### config.mk
export PLATFORM = sky130hd
export DESIGN_NAME = code_lock_fsm
export DESIGN_NICKNAME = d
export VERILOG_FILES = /design/src/rtl/code_lock_fsm.sv
export SDC_FILE = /design/constraint.sdc
export NUM_CORES = 1
export LEC_CHECK = 0
export BUFFER_PORTS_ARGS = -buffer_cell sky130_fd_sc_hd__buf_4
export CELL_PAD_IN_SITES_DETAIL_PLACEMENT = 1
export CELL_PAD_IN_SITES_GLOBAL_PLACEMENT = 1
export CORE_MARGIN = 2
export CORE_UTILIZATION = 38
export CTS_BUF_LIST = sky130_fd_sc_hd__clkbuf_8
export CTS_CLUSTER_SIZE = 28
export DETAILED_ROUTE_END_ITERATION = 6
export PLACE_DENSITY = 0.75
export RECOVER_POWER = 25
export SYNTH_ARGS = -nofsm -noshare
export SYNTH_HDL_FRONTEND = slang
export SYNTH_SLANG_ARGS = --single-unit
### constraint.sdc
create_clock -name clk -period 2.45 [get_ports clk]
set_clock_uncertainty 0.1 [all_clocks]
set_input_delay 0.1225 -clock clk [delete_from_list [all_inputs] [get_ports clk]]
set_output_delay 0.1225 -clock clk [all_outputs]
set_load 0.005 [all_outputs]
### src/rtl/code_lock_fsm.sv
// Password-lock controller: hex digit entry, code compare, retry limit and timed lockout.
// Define CODE_LOCK_CHANGE_EN to enable in-field code change via an internal code register.
module code_lock_fsm #(
    parameter int unsigned DIGITS         = 4,
    parameter int unsigned MAX_TRIES      = 3,
    parameter int unsigned LOCKOUT_CYCLES = 1000
) (
    input  logic                      clk,
    input  logic                      rst,
    input  logic                      up,
    input  logic                      down,
    input  logic                      cnf,
    input  logic                      back,
    input  logic [4*DIGITS-1:0]       code,
    output logic [4*DIGITS-1:0]       data,
    output logic [$clog2(DIGITS)-1:0] cursor,
    output logic                      pass,
    output logic                      fail,
    output logic                      locked,
    output logic [3:0]                tries_left
);

    localparam int unsigned CurW = $clog2(DIGITS);
    localparam int unsigned CntW = (LOCKOUT_CYCLES > 1) ? $clog2(LOCKOUT_CYCLES) : 1;

    localparam logic [CurW-1:0] CurTop   = CurW'(DIGITS - 1);
    localparam logic [3:0]      TriesMax = 4'(MAX_TRIES);
    localparam logic [CntW-1:0] CntLoad  = CntW'(LOCKOUT_CYCLES - 1);

    localparam logic [2:0] StEntry   = 3'd0;
    localparam logic [2:0] StPass    = 3'd1;
    localparam logic [2:0] StFail    = 3'd2;
    localparam logic [2:0] StLockout = 3'd3;
`ifdef CODE_LOCK_CHANGE_EN
    localparam logic [2:0] StSet     = 3'd4;
`endif

    logic [2:0]          state_q, state_d;
    logic [4*DIGITS-1:0] data_q, data_d;
    logic [CurW-1:0]     cursor_q, cursor_d;
    logic [3:0]          tries_q, tries_d;
    logic [CntW-1:0]     cnt_q, cnt_d;
    logic                pass_q, fail_q, locked_q;
    logic [4*DIGITS-1:0] ref_code;
    logic [3:0]          cur_digit;

`ifdef CODE_LOCK_CHANGE_EN
    logic [4*DIGITS-1:0] code_q, code_d;
    assign ref_code = code_q;
`else
    assign ref_code = code;
`endif

    function automatic logic [3:0] get_digit(input logic [4*DIGITS-1:0] word,
                                             input logic [CurW-1:0]     idx);
        get_digit = 4'h0;
        for (int unsigned i = 0; i < DIGITS; i++) begin
            if (idx == CurW'(i)) get_digit = word[4*i +: 4];
        end
    endfunction

    function automatic logic [4*DIGITS-1:0] set_digit(input logic [4*DIGITS-1:0] word,
                                                      input logic [CurW-1:0]     idx,
                                                      input logic [3:0]          val);
        set_digit = word;
        for (int unsigned i = 0; i < DIGITS; i++) begin
            if (idx == CurW'(i)) set_digit[4*i +: 4] = val;
        end
    endfunction

    assign cur_digit = get_digit(data_q, cursor_q);

    always_comb begin
        state_d  = state_q;
        data_d   = data_q;
        cursor_d = cursor_q;
        tries_d  = tries_q;
        cnt_d    = cnt_q;
`ifdef CODE_LOCK_CHANGE_EN
        code_d   = code_q;
`endif
        case (state_q)
`ifdef CODE_LOCK_CHANGE_EN
            StEntry, StSet: begin
`else
            StEntry: begin
`endif
                // Pulse priority is cnf > back > up > down.
                if (cnf) begin
                    if (cursor_q != '0) begin
                        cursor_d = cursor_q - CurW'(1);
`ifdef CODE_LOCK_CHANGE_EN
                    end else if (state_q == StSet) begin
                        code_d   = data_q;
                        state_d  = StEntry;
                        data_d   = '0;
                        cursor_d = CurTop;
`endif
                    end else if (data_q == ref_code) begin
                        state_d = StPass;
                        tries_d = TriesMax;
                    end else if (tries_q > 4'd1) begin
                        state_d = StFail;
                        tries_d = tries_q - 4'd1;
                    end else begin
                        state_d = StLockout;
                        tries_d = 4'd0;
                        cnt_d   = CntLoad;
                    end
                end else if (back) begin
                    data_d = set_digit(data_q, cursor_q, 4'h0);
                    if (cursor_q != CurTop) cursor_d = cursor_q + CurW'(1);
                end else if (up) begin
                    data_d = set_digit(data_q, cursor_q, cur_digit + 4'd1);
                end else if (down) begin
                    data_d = set_digit(data_q, cursor_q, cur_digit - 4'd1);
                end
            end
            StPass: begin
                if (cnf) begin
                    state_d  = StEntry;
                    data_d   = '0;
                    cursor_d = CurTop;
`ifdef CODE_LOCK_CHANGE_EN
                end else if (back) begin
                    state_d  = StSet;
                    data_d   = '0;
                    cursor_d = CurTop;
`endif
                end
            end
            StFail: begin
                if (cnf) begin
                    state_d  = StEntry;
                    data_d   = '0;
                    cursor_d = CurTop;
                end
            end
            StLockout: begin
                if (cnt_q == '0) begin
                    state_d  = StEntry;
                    data_d   = '0;
                    cursor_d = CurTop;
                    tries_d  = TriesMax;
                end else begin
                    cnt_d = cnt_q - CntW'(1);
                end
            end
            default: begin
                state_d  = StEntry;
                data_d   = '0;
                cursor_d = CurTop;
            end
        endcase
    end

    always_ff @(posedge clk) begin
        if (rst) begin
            state_q  <= StEntry;
            data_q   <= '0;
            cursor_q <= CurTop;
            tries_q  <= TriesMax;
            cnt_q    <= '0;
            pass_q   <= 1'b0;
            fail_q   <= 1'b0;
            locked_q <= 1'b0;
`ifdef CODE_LOCK_CHANGE_EN
            code_q   <= code;
`endif
        end else begin
            state_q  <= state_d;
            data_q   <= data_d;
            cursor_q <= cursor_d;
            tries_q  <= tries_d;
            cnt_q    <= cnt_d;
            // Flags decoded from the next state so they are true registers, aligned with state.
            pass_q   <= (state_d == StPass);
            fail_q   <= (state_d == StFail) || (state_d == StLockout);
            locked_q <= (state_d == StLockout);
`ifdef CODE_LOCK_CHANGE_EN
            code_q   <= code_d;
`endif
        end
    end

    assign data       = data_q;
    assign cursor     = cursor_q;
    assign pass       = pass_q;
    assign fail       = fail_q;
    assign locked     = locked_q;
    assign tries_left = tries_q;

endmodule
After elaboration in Yosys (flattened, before gate mapping)
Cells that the tools add are included.

Output and inout bits: 25. Logic and storage cells: 108. Input port bits: 22. Bits in registers: 38.

Equal/unequal tests: 27. Mux-type cells: 49. Add/sub/neg operators: 6. Reductions and logical operators: 14. $lt $le $gt $ge: 1.

Operator list (number): 16-bit two-way mux (6); 4-bit two-way mux (21); 10-bit two-way mux (5); 16-bit case mux with 3 select lines (1); 5-bit AND reduction (5); 2-bit != test, second input constant (12); 10-bit case mux with 2 select lines (1); 16-bit equality test (1); 2-bit two-way mux (7); 3-bit by 2-bit equality test with 1-bit output, second input constant (4); 3-bit two-way mux (4); 10-bit logical NOT (1); 10-bit by 1-bit subtractor with 10-bit output, second input constant (1); 3-bit != test, second input constant (3); 3-bit case mux with 3 select lines (1); 4-bit case mux with 2 select lines (1); 4-bit by 1-bit subtractor with 4-bit output, second input constant (2); 3-bit by 1-bit equality test with 1-bit output, second input constant (2); 2-bit case mux with 3 select lines (1); 6-bit AND reduction (1); 4-bit by 1-bit adder with 4-bit output, second input constant (1); 2-bit equality test, second input constant (2); 4-bit by 1-bit > comparator with 1-bit output, second input constant (1); 4-bit != test, second input constant (1); 11 further kinds (12).

Longest topological paths before layout
Gate-level depths: netlist of the first run.

Depth in word-level cells: 12. Gate-level depth with buffers: 13. Depth with buffers taken out: 12.

Least setup slack after synthesis of the first run
No wires, ideal clock.

Kind: register to register. Start point: register cursor_q[0], in the netlist cursor[0]. End point: register data_q[7], in the netlist data[7]. Path slack: -57 ps. Arrival time: 2306 ps. Period minus slack after synthesis: 2507 ps. Setup time: 101 ps. Data required time: 2249 ps. Stages on the path, launching flop included: 14. Buffers on the path: 1. Path through: dfxtp_1 -> inv_1 -> ha_1 -> clkbuf_1 -> nand3b_1 -> a21oi_1 -> a21oi_1 -> o21ai_0 -> ha_1 -> nand4_1 -> nand2_1 -> a31oi_1 -> xnor2_1 -> o41ai_1.

Longest elaborated chain between the ends: 12. Elaborated cells between the ends (all ways): 19. Classes of those cells: add/sub (2); eq/ne (4); mux (11); reduce/logical (2).

Ends and longest elaborated chain: start, declared (line 40) `logic [CurW-1:0] cursor_q, cursor_d;`; start signal, assigned (line 161) `cursor_q <= CurTop;`; start signal, assigned (line 173) `cursor_q <= cursor_d;`; 2-bit logical NOT (line 58) `if (idx == CurW'(i)) get_digit = word[4*i +: 4];`; 4-bit two-way mux (4 in series) (line 58); 4-bit by 1-bit subtractor with 4-bit output (line 116) `data_d = set_digit(data_q, cursor_q, cur_digit - 4'd1);`; 4-bit two-way mux (line 67) `if (idx == CurW'(i)) set_digit[4*i +: 4] = val;`; 16-bit two-way mux (line 115) `end else if (down) begin`; 16-bit two-way mux (line 113) `end else if (up) begin`; 16-bit two-way mux (line 110) `end else if (back) begin`; 16-bit two-way mux (line 89) `if (cnf) begin`; 16-bit case mux with 3 select lines (line 82) `case (state_q)`; end signal, assigned (line 172) `data_q <= data_d;`; end, declared (line 39) `logic [4*DIGITS-1:0] data_q, data_d;`.

Several ways; a longest one is shown, not always the timed one. The select of a mux whose other input is x is not followed. A chain may end at the register's enable or synchronous reset.

Worst setup path after layout of the first run
Start point: register cursor_q[1], in the netlist cursor[1]. End point: register data_q[7], in the netlist data[7].

Same word-level chain as after synthesis.

==> results of run 1 <==
## critical path: cells and delay by family (launching register included)
kind,cells,cell delay (ps)
AOI/OAI and AO/OA,6,1000
xor gates and xnor gates,1,120
adders and majority gates,2,450
buffers and inverters,1,50
DFF,1,360
and+or+nand+nor,2,270
## worst max path at each step
stage / slack [ps] / endpoint
global placement: 30 / data[7]
global route: -160 / data[7]
detailed placement: -80 / data[7]
finish: 8 / data[7]
floorplan: 20 / data[7]
CTS: 5 / data[7]
## Yosys cell counts, types with 6 or more instances
master / count
sky130_fd_sc_hd__nand3b_1: 6
sky130_fd_sc_hd__a21oi_1: 11
sky130_fd_sc_hd__nand2_1: 22
sky130_fd_sc_hd__inv_1: 17
sky130_fd_sc_hd__nor3_1: 9
sky130_fd_sc_hd__clkbuf_1: 12
sky130_fd_sc_hd__nand2b_1: 10
sky130_fd_sc_hd__nor2_1: 13
sky130_fd_sc_hd__xor2_1: 19
sky130_fd_sc_hd__o21ai_0: 9
sky130_fd_sc_hd__o41ai_1: 6
sky130_fd_sc_hd__a211oi_1: 6
sky130_fd_sc_hd__a31oi_1: 8
sky130_fd_sc_hd__ha_1: 9
sky130_fd_sc_hd__mux2i_1: 16
sky130_fd_sc_hd__dfxtp_1: 38
## per-layer routing
layer  vias to the layer above  GRT usage [%]  wire length [um]
li1                       1136              -                 -
met2                        38           33.7              3420
met3                         9           2.67               203
met5                         -              0                 0
met4                         0           4.40                92
met1                      1131           28.7              3420
## area by class of cell
class | count | area, sq um
Clock buffer | 6 | 82.6
Inverter | 17 | 66.3
Fill cell | 739 | 3030
Multi-Input combinational cell | 210 | 1610
Clock inverter | 2 | 60.1
Timing Repair Buffer | 72 | 541
Sequential cell | 38 | 763
Tap cell | 77 | 96.3
## cells by family (layout without fill, tap and decap cells)
kind of cell | Yosys count | count (layout) | share of synthesized area, %
AOI/OAI and AO/OA | 66 | 66 | 20.4
xor gates and xnor gates | 23 | 23 | 8.36
adders and majority gates | 10 | 10 | 5.51
buffers and inverters | 32 | 97 | 5.40
DFF | 38 | 38 | 31.6
muxes | 17 | 17 | 7.12
other | 1 | 1 | 0.156
and+or+nand+nor | 93 | 93 | 21.5
## what timing repair did
item / CTS / global route
buffers inserted: 0 / 2
resized for setup: 3 / 17
pin swaps: 0 / 11
hold buffers: 0 / 0
setup endpoints to repair: 3 / 13
## registers in the layout, summed over array words and instances, names as in the netlist
| name | count |
|---|---|
| data | 16 |
| cnt_q | 10 |
| tries_left | 4 |
| state_q | 3 |
| cursor | 2 |
| fail | 1 |
| locked | 1 |
| pass | 1 |
## power by group through the flow
stage	clock [mW]	combinational [mW]	sequential, mW
final	0.674	0.286	0.654
after detailed placement	0	0.252	0.666
after global routing	0.710	0.309	0.657
after floorplan	0	0.134	0.664
after CTS	0.688	0.261	0.651
after global placement	0	0.248	0.666
==> impl_summary.txt, run 1 <==
----------------------------------------------------
[Logic synthesis]
  Synth Instances ... 280
  Summed instance area of the synthesized netlist ... between 2000 and 2500 sq um
  Synth area leader ... sky130_fd_sc_hd__dfxtp_1
  Cell types occupying the most area after synthesis ... sky130_fd_sc_hd__dfxtp_1 32%, sky130_fd_sc_hd__xor2_1 6.9%, sky130_fd_sc_hd__mux2i_1 6.6%
  #FFs+latches synth ... 38
  Yosys Warn Count ... 0
  Share of flip-flops with an asynchronous set or reset ... 0%
  Synthesized area divided by synthesized cell count ... 8.60 sq um
  Synth Flop Type ... sky130_fd_sc_hd__dfxtp_1
  Share of the synthesized area in the top cell type ... 31.6%
  Unique masters post-synth ... 51
  Syn Nets ... 312
  Number of flops mapped to enable cells by yosys ... 0
  Post-synthesis sequential area ratio ... 31.6%

[Global routing]
  Overall routing resource usage ... a little over 20%
  First-pass GRT wire length ... between 10000 and 15000 um
  Total grt overflow ... 0
  Initial antenna violation count ... 0
  Via count of the first global-routing pass ... ~2300
  Maximum number of pins on one net before global-route repair ... 36

[Cells and area]
  Antenna diode count ... 0
  Layout Nets ... 376
  Non-Filler Cell Area, Final ... 3210 sq um
  Count of placed standard cells in the final layout, fillers left out ... 422
  Most common library cell in the layout ignoring fill and taps ... sky130_fd_sc_hd__buf_4
  Post-layout utilization of the core ... 51.5%
  Area Overhead vs Synth ... 33.5%
  Fraction of layout instances using a drive strength above 1 ... between 30% and 40%
  Leading cell types in the layout, fill and taps excluded ... 59 x sky130_fd_sc_hd__buf_4, 36 x sky130_fd_sc_hd__dfxtp_1, 22 x sky130_fd_sc_hd__nand2_1, 19 x sky130_fd_sc_hd__xor2_1, 16 x sky130_fd_sc_hd__mux2i_1

[Pwr]
  Worst IR drop on VDD ... roughly 0.32 mV
  Static Leak ... ~1.4 nW
  Combinational share of power ... between 10% and 20%
  Fraction of power consumed by the clock network ... roughly two fifths
  Power share of the sequential group ... 40.5%
  Power density cells ... 502 nW/um^2
  Design Power ... 1.61 mW
  Switching share of power ... 24.8%
  Internal Power ... 1.21 mW
  Net switching power figure ... ~400 uW

[Floorplan]
  Die H ... about 84 um
  Number of placement rows ... 29
  Overall die area ... around 7000 sq um
  Total core area ... 6240 sq um
  Horizontal die dimension ... 83.6 um
  Initial core utilization ... 38.6%
  I/O pin count ... 47

[Setup path]
  Critical setup path kind ... reg2reg
  Delay of the slowest cell on the worst path ... 360 ps
  Slowest cell on the critical path ... sky130_fd_sc_hd__dfxtp_2
  Worst Setup SP ... cursor[1]
  Worst flop-to-flop path startpoint ... cursor[1]
  Length in cells of the worst reg-to-reg path ... 12
  Slack of the worst reg-to-reg path ... about 8.1 ps
  Crit-path cells ... inv_4 -> ha_4 -> nand3b_1 -> a21oi_2 -> a21oi_1 -> o21ai_1 -> ha_1 -> a21oi_1 -> nand2_1 -> a31oi_4 -> xnor2_4 -> o41ai_2
  Kind of end point of the critical path ... flip-flop
  Capturing point of the worst reg2reg path ... data[7]
  Largest fanout on the critical path ... 6
  CP Launch Type ... flip-flop
  Most numerous cell on the critical path ... sky130_fd_sc_hd__a21oi_1
  WP data arrival ... about 2500 ps
  Worst Path Required ... 2550 ps

[Hold path]
  Worst hold path stage count ... 2
  Worst hold path class ... in2reg
  Endpoint with the worst hold slack ... cnt_q[9]
  Source of the worst hold timing path ... rst

[Route]
  Detailed Route Iter0 Violations ... approximately 100
  Total via count after detailed routing ... 2314
  Post-DRT Antenna Nets ... 0
  Number of search-and-repair iterations in the first detailed-routing pass ... 4
  Wire length per cell after detailed routing ... 16.9 um
  Final wirelength ... 7140 um
  DRC violation count after routing ... 0
  Ratio of routed vias to standard cells ... 5.48

[Placed design]
  Post-Place Cells ... 412
  Dpl ws ... -78.4 ps
  Area of placed instances ... 2960 sq um
  Number of buffers added on ports ... 46
  Routability-driven placement congestion ratio ... 0.835
  Half-perimeter wire length after detailed placement ... 5390 um

[Clock tree]
  Number of clock sinks ... 38
  Clock latency at the later pin of the worst-skew pair ... 290 ps
  Clock Tree Buf Depth ... 2
  CTS buffer count ... 5
  Root buf cell ... sky130_fd_sc_hd__clkbuf_8
  Clock-pin slew reported for the worst setup and hold paths after clock tree synthesis ... ~90 ps
  Number of H-tree branching levels ... 2
  CTS tree ... built

[STA]
  Highest attainable clock frequency ... 410 MHz
  Hold Violations, Final ... 0
  Final critical-path setup slack ... 8.13 ps
  Transition at the pin with the smallest max-transition slack ... between 600 and 700 ps
  Relative slew slack ... 53.7%
  Finish-stage setup viols ... 0
  Shortest period the worst path allows ... 2440 ps
  Sum Neg Setup Slack ... 0 ps
  Worst-case hold slack ... ~150 ps
  Portion of the clock cycle consumed by the worst path in the final layout ... 99.7%
  Pins Over Slew Limit ... 0
  RSZ-0062 raised after global routing ... true

[Outcome]
  Status ... completed

[Job]
  Maximum Capacitance Violations ... 0

----------------------------------------------------
(Power assumes the default switching activity.)
==> inputs of run 2 (changes only) <==
--- a/config.mk
+++ b/config.mk
@@ -9,11 +9,11 @@
 export CELL_PAD_IN_SITES_DETAIL_PLACEMENT = 1
 export CELL_PAD_IN_SITES_GLOBAL_PLACEMENT = 1
 export CORE_MARGIN = 2
-export CORE_UTILIZATION = 38
+export CORE_UTILIZATION = 40
 export CTS_BUF_LIST = sky130_fd_sc_hd__clkbuf_8
 export CTS_CLUSTER_SIZE = 28
 export DETAILED_ROUTE_END_ITERATION = 6
-export PLACE_DENSITY = 0.75
+export PLACE_DENSITY = 0.76
 export RECOVER_POWER = 25
 export SYNTH_ARGS = -nofsm -noshare
 export SYNTH_HDL_FRONTEND = slang
==> constraint.sdc (replaced) <==
create_clock -name clk -period 2.9 [get_ports clk]
set_clock_uncertainty 0.1 [all_clocks]
set_input_delay 0.145 -clock clk [delete_from_list [all_inputs] [get_ports clk]]
set_output_delay 0.145 -clock clk [all_outputs]
set_load 0.005 [all_outputs]
==> impl_summary.txt, run 2 (synthesis results as in run 1) <==
----------------------------------------------------
[Clock tree]
  Clock-pin slew reported for the worst setup and hold paths after clock tree synthesis ... 80 ps
  Clock latency at the later pin of the worst-skew pair ... 290 ps
  Number of clock sinks ... 38
  CTS buffer count ... 5
  Root buf cell ... sky130_fd_sc_hd__clkbuf_8
  Number of setup buffers added after CTS ... 0
  Number of H-tree branching levels ... 2
  Clock Tree Buf Depth ... 2
  CTS tree ... built
  Hold-fix buffers, CTS ... 0

[Route]
  Post-DRT Antenna Nets ... 0
  Number of search-and-repair iterations in the first detailed-routing pass ... 4
  Detailed Route Iter0 Violations ... roughly 130
  DRC violation count after routing ... 0
  Ratio of routed vias to standard cells ... between 5 and 6
  Total via count after detailed routing ... around 2200
  Wire length per cell after detailed routing ... 17.7 um
  Final wirelength ... 7050 um

[Global routing]
  Via count of the first global-routing pass ... 2168
  First-pass GRT wire length ... 11200 um
  Total grt overflow ... 0
  Overall routing resource usage ... 22.0%
  Initial antenna violation count ... 0
  Maximum number of pins on one net before global-route repair ... 36

[Setup path]
  CP Launch Type ... flip-flop
  Critical setup path kind ... reg2reg
  Largest fanout on the critical path ... 9
  WP data arrival ... 2810 ps
  Worst Path Required ... 2990 ps
  Kind of end point of the critical path ... flip-flop

[Floorplan]
  Total core area ... 5890 sq um
  Die H ... around 80 um
  Initial core utilization ... 40.9%
  Overall die area ... 6660 sq um
  I/O pin count ... 47
  Horizontal die dimension ... 81.6 um
  Number of placement rows ... 28

[STA]
  Hold Violations, Final ... 0
  Transition at the pin with the smallest max-transition slack ... approximately 660 ps
  Finish-stage setup viols ... 0
  Final critical-path setup slack ... 177 ps
  Portion of the clock cycle consumed by the worst path in the final layout ... 93.9%
  Relative slew slack ... 55.2%
  Pins Over Slew Limit ... 0
  Highest attainable clock frequency ... 367 MHz
  Shortest period the worst path allows ... 2720 ps

[Cells and area]
  Most common library cell in the layout ignoring fill and taps ... sky130_fd_sc_hd__buf_4
  Layout Nets ... 355
  Flip-flop count of the largest register, all copies and words added ... 16
  Fraction of layout instances using a drive strength above 1 ... 24.7%
  Number of filler cells placed in the layout ... 711
  Antenna diode count ... 0
  Area Overhead vs Synth ... 22.9%
  Leading cell types in the layout, fill and taps excluded ... 38 x sky130_fd_sc_hd__buf_4, 36 x sky130_fd_sc_hd__dfxtp_1, 22 x sky130_fd_sc_hd__nand2_1, 19 x sky130_fd_sc_hd__xor2_1, 18 x sky130_fd_sc_hd__inv_1

[Pwr]
  Static Leak ... 1.26 nW
  Power density cells ... between 300 and 400 nW/um^2
  Design Power ... 1.14 mW
  Worst IR drop on VDD ... ~0.24 mV

[Placed design]
  Number of buffers added on ports ... 46
  Dpl ws ... 53.6 ps
  Half-perimeter wire length after detailed placement ... 5300 um
  Routability-driven placement congestion ratio ... 0.895

[Hold path]
  Worst hold path class ... in2reg

[Outcome]
  Status ... completed

[Job]
  Maximum Capacitance Violations ... 0

----------------------------------------------------
run 2: cell count changes in the layout (fill, tap and decap cells not counted), sizes merged:
cell	previous run	this run
bufinv	2	0
clkinv	0	1
inv	17	18
buf	59	38
run 2: area by class of cell:
| type | count | area [sq um] | share of cell area, % |
|---|---|---|---|
| sequential | 38 | 763 | 25.8 |
| clock inverter | 2 | 8.76 | 0.296 |
| inverter | 17 | 63.8 | 2.16 |
| clock buffer | 6 | 82.6 | 2.79 |
| tap | 75 | 93.8 | 3.17 |
| timing repair buffer | 51 | 383 | 12.9 |
| multi-input combinational | 210 | 1570 | 52.9 |
run 2: per-layer routing:
layer  GRT usage [%]  up-vias  part of all wire (%)
li1                -     1093                     -
met1            32.2     1087                    50
met2            33.7       38                    46
met3            3.63        8                   3.3
met4            5.00        0                  0.99
met5               0        -                     0
run 2: what timing repair did:
item	in CTS	in global routing
endpoints found under the setup margin	0	4
gates resized for setup	0	11
endpoints found under the hold margin	0	0
run 2: report_power, final:
| group | total [mW] | switching (mW) | internal, mW |
|---|---|---|---|
| combinational | 0.196 | 0.103 | 0.0923 |
| clock | 0.385 | 0.196 | 0.189 |
| sequential | 0.556 | 0.0207 | 0.535 |
run 2: stage by stage:
stage	area [sq um]	cells	setup TNS [ps]	hold WS, ps	utilization, %
6_report	2960	399	0	198	50.3
5_1_grt	2960	399	-16.8	214	50.3
4_1_cts	2910	399	0	166	49.4
3_5_place_dp	2820	391	0	395	47.9
3_3_place_gp	2820	391	0	389	47.9
2_1_floorplan	2410	280	0	306	-
run 2: worst paths after layout:
path	start	to	slack [ps]	cells past startpoint
hold reg to reg	tries_left[3]	tries_left[3]	420	2
setup reg to reg	cursor[1]	data[11]	180	12
hold / removal	rst	cnt_q[9]	200	2
setup / recovery	cursor[1]	data[11]	180	12
run 2: critical path, stage by stage, from the launching register on:
cell and delay, ps:
sky130_fd_sc_hd__dfxtp_2 370, sky130_fd_sc_hd__inv_1 90, sky130_fd_sc_hd__ha_2 220, sky130_fd_sc_hd__nand3b_1 190
sky130_fd_sc_hd__a21oi_2 170, sky130_fd_sc_hd__a21oi_1 60, sky130_fd_sc_hd__o21ai_0 160, sky130_fd_sc_hd__ha_1 310
sky130_fd_sc_hd__a21oi_1 170, sky130_fd_sc_hd__nand2_1 80, sky130_fd_sc_hd__a31oi_2 190, sky130_fd_sc_hd__xnor2_2 140
sky130_fd_sc_hd__o41ai_2 360
